File: config.mk
export PLATFORM = sky130hd
export DESIGN_NAME = fifo_ptr_sync_flat
export DESIGN_NICKNAME = d
export VERILOG_FILES = /design/src/rtl/fifo_ptr_sync_if.sv /design/src/rtl/fifo_ptr_sync.sv /design/src/flat_wrapper.sv
export SDC_FILE = /design/constraint.sdc
export NUM_CORES = 1
export LEC_CHECK = 0
export ABC_AREA = 1
export CAP_MARGIN = 5
export CORE_MARGIN = 3
export CORE_UTILIZATION = 44
export CTS_BUF_LIST = sky130_fd_sc_hd__clkbuf_8 sky130_fd_sc_hd__clkbuf_16
export CTS_CLUSTER_SIZE = 20
export DETAILED_ROUTE_END_ITERATION = 12
export PLACE_DENSITY = 0.8
export SLEW_MARGIN = 20
export SYNTH_ARGS = -nofsm -noshare
export SYNTH_HDL_FRONTEND = slang
export SYNTH_SLANG_ARGS = --single-unit
File: constraint.sdc
create_clock -name clk -period 3.56 [get_ports clk]
set_clock_uncertainty 0.15 [all_clocks]
set_input_delay 0.356 -clock clk [delete_from_list [all_inputs] [get_ports clk]]
set_output_delay 0.356 -clock clk [all_outputs]
set_load 0.05 [all_outputs]
File: src/rtl/fifo_ptr_sync_if.sv
// ---------------------------------------------------------------------------
// fifo_ptr_sync_if
// Groups the pointer inputs and the level/flag outputs of one FIFO
// pointer-synchronisation stage.
//   master : drives rmt_ptr_g / lcl_ptr_b and observes the results
//   slave  : the fifo_ptr_sync block itself
// Signals:
//   rmt_ptr_g  remote-domain Gray pointer (async to the local clock)
//   lcl_ptr_b  local binary pointer (registered in the local domain)
//   rmt_ptr_b  synchronised remote pointer, binary, registered
//   level      occupancy seen from this domain (0..2^ptr_w)
//   empty      read-side empty flag
//   full       write-side full flag
//   almost     almost-empty (read side) / almost-full (write side)
//   sync_err   sticky Gray-step violation flag
// ---------------------------------------------------------------------------
interface fifo_ptr_sync_if #(
  parameter int ptr_w = 3
);
  logic [ptr_w:0] rmt_ptr_g;
  logic [ptr_w:0] lcl_ptr_b;
  logic [ptr_w:0] rmt_ptr_b;
  logic [ptr_w:0] level;
  logic           empty;
  logic           full;
  logic           almost;
  logic           sync_err;

  modport master (
    output rmt_ptr_g, lcl_ptr_b,
    input  rmt_ptr_b, level, empty, full, almost, sync_err
  );

  modport slave (
    input  rmt_ptr_g, lcl_ptr_b,
    output rmt_ptr_b, level, empty, full, almost, sync_err
  );
endinterface

File: src/rtl/fifo_ptr_sync.sv
// ---------------------------------------------------------------------------
// fifo_ptr_sync
// Brings the opposite domain's Gray pointer into the local clock domain
// through a plain flop chain, converts it to binary, registers it, and
// derives occupancy and flags against the local binary pointer.
// One instance per FIFO side: RD_SIDE=1 yields empty, RD_SIDE=0 yields full.
//
// Ports:
//   clk  local-domain clock (sole clock)
//   rst  synchronous, active-high reset
//   bus  fifo_ptr_sync_if.slave (rmt_ptr_g, lcl_ptr_b in;
//        rmt_ptr_b, level, empty, full, almost, sync_err out)
//
// Parameters:
//   ptr_w        address width, pointers are ptr_w+1 bits (MSB = lap bit)
//   SYNC_STAGES  synchroniser depth, 2..4
//   RD_SIDE      1 = read domain (remote = write ptr), 0 = write domain
//   THRESH       almost-empty level / almost-full margin, 0..2^ptr_w
//
// Optional build macro:
//   PTR_CHECK_EN  enables the Gray-step checker driving sync_err;
//                 when undefined sync_err is tied to 0.
// ---------------------------------------------------------------------------
module fifo_ptr_sync #(
  parameter int ptr_w       = 3,
  parameter int SYNC_STAGES = 2,
  parameter int RD_SIDE     = 1,
  parameter int THRESH      = 1
) (
  input  logic            clk,
  input  logic            rst,
  fifo_ptr_sync_if.slave  bus
);

  localparam logic [ptr_w:0] DEPTH  = (ptr_w+1)'(1 << ptr_w);
  localparam logic [ptr_w:0] THR    = (ptr_w+1)'(THRESH);
  localparam logic [ptr_w:0] AF_LVL = DEPTH - THR;

  function automatic logic [ptr_w:0] gray2bin(input logic [ptr_w:0] g);
    logic [ptr_w:0] b;
    b[ptr_w] = g[ptr_w];
    for (int i = ptr_w - 1; i >= 0; i--) begin
      b[i] = g[i] ^ b[i+1];
    end
    return b;
  endfunction

  logic [ptr_w:0] sync [SYNC_STAGES];
  logic [ptr_w:0] rmt_bin;
  logic [ptr_w:0] level;

  // Synchroniser chain: no logic between stages so each flop has a full
  // cycle to resolve metastability.
  always_ff @(posedge clk) begin
    if (rst) begin
      for (int k = 0; k < SYNC_STAGES; k++) begin
        sync[k] <= '0;
      end
    end else begin
      sync[0] <= bus.rmt_ptr_g;
      for (int k = 1; k < SYNC_STAGES; k++) begin
        sync[k] <= sync[k-1];
      end
    end
  end

  // Gray-to-binary on the settled last stage, then registered so the
  // flags never see a combinational path from the asynchronous input.
  always_ff @(posedge clk) begin
    if (rst) begin
      rmt_bin <= '0;
    end else begin
      rmt_bin <= gray2bin(sync[SYNC_STAGES-1]);
    end
  end

  assign bus.rmt_ptr_b = rmt_bin;

  // Level and flags: modulo subtraction handles the pointer roll, and the
  // lap bit distinguishes full (2^ptr_w) from empty (0).
  generate
    if (RD_SIDE != 0) begin : g_rd
      assign level      = rmt_bin - bus.lcl_ptr_b;
      assign bus.empty  = (level == '0);
      assign bus.full   = 1'b0;
      assign bus.almost = (level <= THR);
    end else begin : g_wr
      assign level      = bus.lcl_ptr_b - rmt_bin;
      assign bus.empty  = 1'b0;
      assign bus.full   = (level == DEPTH);
      assign bus.almost = (level >= AF_LVL);
    end
  endgenerate

  assign bus.level = level;

`ifdef PTR_CHECK_EN
  localparam logic [ptr_w:0] ONE = (ptr_w+1)'(1);

  logic [ptr_w:0] step;
  logic           multi_bit;
  logic           sync_err_r;

  // A legal Gray advance flips at most one bit between consecutive
  // samples; x & (x-1) is non-zero only when more than one bit is set.
  assign step      = sync[SYNC_STAGES-1] ^ sync[SYNC_STAGES-2];
  assign multi_bit = ((step & (step - ONE)) != '0);

  always_ff @(posedge clk) begin
    if (rst) begin
      sync_err_r <= 1'b0;
    end else if (multi_bit) begin
      sync_err_r <= 1'b1;
    end
  end

  assign bus.sync_err = sync_err_r;
`else
  assign bus.sync_err = 1'b0;
`endif

endmodule
File: src/flat_wrapper.sv
// flat-port wrapper written by rule: the top's interface ports become plain ports
module fifo_ptr_sync_flat 
#(
  parameter int ptr_w       = 3,
  parameter int SYNC_STAGES = 2,
  parameter int RD_SIDE     = 1,
  parameter int THRESH      = 1
)
  (clk, rst, bus_rmt_ptr_g, bus_lcl_ptr_b, bus_rmt_ptr_b, bus_level, bus_empty, bus_full, bus_almost, bus_sync_err);
  fifo_ptr_sync_if #(.ptr_w(ptr_w)) bus_i ();
  input  logic clk;
  input  logic rst;
  input wire logic [$bits(bus_i.rmt_ptr_g)-1:0] bus_rmt_ptr_g;
  input wire logic [$bits(bus_i.lcl_ptr_b)-1:0] bus_lcl_ptr_b;
  output wire logic [$bits(bus_i.rmt_ptr_b)-1:0] bus_rmt_ptr_b;
  output wire logic [$bits(bus_i.level)-1:0] bus_level;
  output wire logic [$bits(bus_i.empty)-1:0] bus_empty;
  output wire logic [$bits(bus_i.full)-1:0] bus_full;
  output wire logic [$bits(bus_i.almost)-1:0] bus_almost;
  output wire logic [$bits(bus_i.sync_err)-1:0] bus_sync_err;
  assign bus_i.rmt_ptr_g = bus_rmt_ptr_g;
  assign bus_i.lcl_ptr_b = bus_lcl_ptr_b;
  assign bus_rmt_ptr_b = bus_i.rmt_ptr_b;
  assign bus_level = bus_i.level;
  assign bus_empty = bus_i.empty;
  assign bus_full = bus_i.full;
  assign bus_almost = bus_i.almost;
  assign bus_sync_err = bus_i.sync_err;
  fifo_ptr_sync #(.ptr_w(ptr_w), .SYNC_STAGES(SYNC_STAGES), .RD_SIDE(RD_SIDE), .THRESH(THRESH)) u_core (.clk(clk), .rst(rst), .bus(bus_i));
endmodule
---- Word-level counts from Yosys, hierarchy flattened ----
Memories as Yosys holds them, arrays and structs flattened.
Index checks and enable logic that the tools add are counted.
word-level totals
  register bits after elaboration ......... 4
  bits in writable memories ............... 8
  memories kept ........................... 1
memories
  memory       depth  bits a word  read ports  clocked after Yosys merged registers in  write ports  line                 RTL
  u_core.sync  2      4            2           0                                        2            fifo_ptr_sync.sv:48  logic [ptr_w:0] sync [SYNC_STAGES];
cells by class
  add/sub/neg operators ................... 1
  order comparisons ....................... 1
  multiplexer cells ....................... 5
  bitwise gates (word level) .............. 5
  reduce and logical (&&, ||, !) cells .... 1
operator list
  kind                                                                    number
  4-bit 2-to-1 mux                                                        2
  4-bit by 1-bit <= comparator with 1-bit output (second input constant)  1
  4-bit zero test                                                         1
  4-bit subtractor                                                        1
  1-bit 2-to-1 mux                                                        3
  1-bit bitwise XOR                                                       3
  1-bit bitwise OR                                                        2

---- Depth between registers and ports, before layout ----
An unclocked memory read counts as a cell.
  depth in word-level cells ............... 4
  gate-level depth with buffers ........... 9
  mapped depth without buffers ............ 9

---- Worst setup path before layout ----
No wires, ideal clock.
  kind .................................... register to output
  start ................................... reg u_core.rmt_bin[0] (netlist: u_core.bus.rmt_ptr_b[0])
  end ..................................... out bus_almost
  arrival time ............................ 2362 ps
  data required time ...................... 3054 ps
  path slack .............................. 692 ps
  stages on the path, launching flop included .. 6
  path buffers ............................ 0
  path through ............................ dfxtp_1 inv_1 ha_1 fa_1 inv_1 nor2_1
on the way
  cells in the longest elaborated chain, start to end .. 2
ends and longest elaborated chain
  element                                         line                 RTL
  from (decl)                                     fifo_ptr_sync.sv:49  logic [ptr_w:0] rmt_bin;
  from (signal assigned)                          fifo_ptr_sync.sv:73  rmt_bin <= gray2bin(sync[SYNC_STAGES-1]);
  4-bit subtractor                                fifo_ptr_sync.sv:83  assign level = rmt_bin - bus.lcl_ptr_b;
  via bus_level[1]                                flat_wrapper.sv:16   output wire logic [$bits(bus_i.level)-1:0] bus_level;
  4-bit by 1-bit <= comparator with 1-bit output  fifo_ptr_sync.sv:86  assign bus.almost = (level <= THR);
  to (decl)                                       flat_wrapper.sv:19   output wire logic [$bits(bus_i.almost)-1:0] bus_almost;
The timed path passes the listed nets, and every way through them passes these cells.

---- Worst setup path after layout ----
  start ................................... in bus_lcl_ptr_b[0]
  end ..................................... out bus_empty
on the way
  cells in the longest elaborated chain, start to end .. 2
ends and longest elaborated chain
  element           line                 RTL
  from (decl)       flat_wrapper.sv:14   input wire logic [$bits(bus_i.lcl_ptr_b)-1:0] bus_lcl_ptr_b;
  4-bit subtractor  fifo_ptr_sync.sv:83
  4-bit zero test   fifo_ptr_sync.sv:84  assign bus.empty = (level == '0);
  to (decl)         flat_wrapper.sv:17   output wire logic [$bits(bus_i.empty)-1:0] bus_empty;
No other way between the ends.

==> flow_metrics.tcl <==
set metrics [dict create \
    yosysTopAreaCellShare_pct 41.7 \
    dpl.hpwl_um 746 \
    numClockSinks 12 \
    synthAdderAreaFrac_pct 10.0 \
    pin_count 22 \
    switchingPower_mw 0.124 \
    cts.path.max_buffers 2 \
    synth_compound_area_share_pct 0.870 \
    die_w_um 42.2 \
    cts.repair.resized 0 \
    drt_iter0_drc 1 \
    gr-usage-all-layers_pct 11.4 \
    synth_warnings 0 \
    async_flop_share_pct 0 \
    synthTopCellsByArea "dfxtp_1 42%, inv_1 14%, nand2_1 10%, nor2_1 9.1%, ha_1 6.5%" \
    via_per_inst 4.33 \
    start_util_pct 49.1 \
    syn2layout_area_growth_pct 40.4 \
    place_congestion 0.819 \
    routed_wl_um 899 \
    rsz0062_at_grt "no" \
    crit_required_ns 3.05 \
    grt_antenna_before_repair 0 \
    min_period_ns 3.09 \
    die-area_um2 1780 \
    cts_tree "done" \
    pwr-share-seq_pct 37.8 \
    arrival_ns 2.59 \
    clock_power_share_pct 30.3 \
    setup_tns_ns 0 \
    synth_seq_area_share_pct 41.7 \
    hold_viol 0 \
    netlist_instances 81 \
    pre_cts_slack_ns 0.458 \
    path_clk_slew_ns 0.05 \
    synth_top_cell_by_area "dfxtp_1" \
    synth_top_family_by_area "simple AND/OR/NAND/NOR gates" \
    diodes 0 \
    ys_top_cells_by_count "22 x inv_1, 16 x nand2_1, 14 x nor2_1" \
    relSlewSlack_pct 66.4 \
    io_buffers 19 \
    hold_buffers 0 \
    cp-end-kind "output port" \
    cp_max_fo 2 \
    grt_pass1_wl_um 1580 \
    place_inst 112 \
    worstRegToRegCells 7 \
    syn_avg_cell_area_um2 7.11 \
    die-height_um 42.2 \
    status "completed" \
    cts_htree_levels 1 \
    ys_seq_elements 12 \
    grt_overflow 0 \
    powerDensity_nw_per_um2 473 \
    coreArea_um2 1170 \
    muxShareOfSynthArea_pct 0 \
    setup_viol 0 \
    drive_above_1_share_pct 5.94 \
    grt_start_max_net_pins 13 \
    insertion_delay_ns 0.23 \
    worstSetupPathType "primary input to output port" \
    cts_made_buffers 3 \
    synth_xor_xnor_area_share_pct 1.52 \
    maxCapViolations 0 \
    peakVddDrop_mv 0.319 \
    worstHoldPathCells 2 \
    final.setup.worst_slack_ns 0.467 \
    nFillCells 112 \
    detail_route.first_pass.iterations 2 \
    tightest_slew_ns 0.503 \
    start_kind "primary input" \
    max_freq_mhz 323 \
    p_comb_share_pct 31.9 \
    drv_slew 0 \
    period_share_pct 86.9 \
    synth_edf_count 0 \
    drc 0 \
    num_vias 498 \
    synth_cell_type_count 15 \
    leakagePower_nw 0.408 \
    synthFlopType "dfxtp_1" \
    yosys.area_share.simple_pct 26.7 \
    nets 117 \
    swShare_pct 32.4 \
    root_buffer "clkbuf_8" \
    yosysMostFrequentCell "inv_1" \
    intPower_mw 0.259 \
    drt.antenna.violating_nets 0 \
    final_cells 115 \
    wl_per_cell_um 7.82 \
    grt_pass1_vias 439 \
    min_path_type "flip-flop to flip-flop" \
    postCtsSetupRepairBufs 0 \
    core.rowCount 12 \
    whs_ns 0.252 \
    synth_area_um2 576 \
]
[cell families (layout without fill, tap and decap cells)]
family | Yosys count | in the layout
simple gates | 36 | 36
buf+inv | 26 | 45
flops | 12 | 12
fa+ha+maj | 4 | 4
other cells | 1 | 2
compound gates | 1 | 1
xor+xnor | 1 | 1
[path summary, 6_finish.rpt]
path                                                    from                                 end  slack (ns)
worst max-delay path                        bus_lcl_ptr_b[0]                           bus_empty        0.47
worst max register to register  u_core.sync[0][7]$_SDFF_PP0_  u_core.bus.rmt_ptr_b[0]$_SDFF_PP0_        2.50
worst min register to register  u_core.sync[0][2]$_SDFF_PP0_        u_core.sync[0][6]$_SDFF_PP0_        0.25
worst min-delay path            u_core.sync[0][2]$_SDFF_PP0_        u_core.sync[0][6]$_SDFF_PP0_        0.25
[power by group through the flow]
stage                     combinational, mW  sequential, mW  clock (mW)
after floorplan                      0.0763           0.155           0
after global placement                0.121           0.147           0
after detailed placement              0.123           0.147           0
after CTS                             0.123           0.145       0.120
after global routing                  0.130           0.145       0.125
final                                 0.122           0.145       0.116
[worst max-delay path, cell delays in order]
cell and delay (ns):
clkdlybuf4s50_1 0.40, ha_1 0.21, fa_1 0.38, xor2_1 0.24
nand3_2 0.11, nor2_1 0.09, clkdlybuf4s50_1 0.80
[per-stage QoR]
step	utilization [%]	power, mW	instance area [µm²]
2_1_floorplan	-	0.232	579
3_3_place_gp	65.5	0.268	767
3_5_place_dp	65.5	0.270	767
4_1_cts	69.0	0.388	808
5_1_grt	69.0	0.400	808
6_report	69.0	0.383	808
[per-layer routing]
| layer | vias up | wire, µm | track usage (%) |
|---|---|---|---|
| li1 | 265 | - | - |
| met2 | 18 | 471 | 21.0 |
| met1 | 215 | 356 | 10.9 |
| met5 | - | 0 | 0 |
| met4 | 0 | 0 | 7.45 |
| met3 | 0 | 71 | 3.00 |
[registers in the layout, summed over array words and instances, names as in the netlist]
| register | cells |
|---|---|
| u_core.bus.rmt_ptr_b | 4 |
| u_core.sync | 8 |
[final cells by class]
type	count	area [µm²]	share of cell area (%)
Clock buffer	3	41.3	5.11
Multi-Input combinational cell	44	233	28.8
Inverter	23	86.3	10.7
Sequential cell	12	240	29.7
Tap cell	14	17.5	2.17
Timing Repair Buffer	19	190	23.5
[cell usage in the layout (no fill, tap or decap)]
cell type	Yosys	layout
fa_1	1	1
clkbuf_8	0	3
or2_1	1	1
inv_1	22	22
nand2_1	16	16
nand3_2	2	2
dfxtp_1	12	12
nand3_1	3	3
conb_1	1	2
inv_2	1	1
ha_1	3	3
a21oi_1	1	1
nor2_1	14	14
clkdlybuf4s50_1	0	19
xor2_1	1	1
Power figures use the tool's default switching activity.
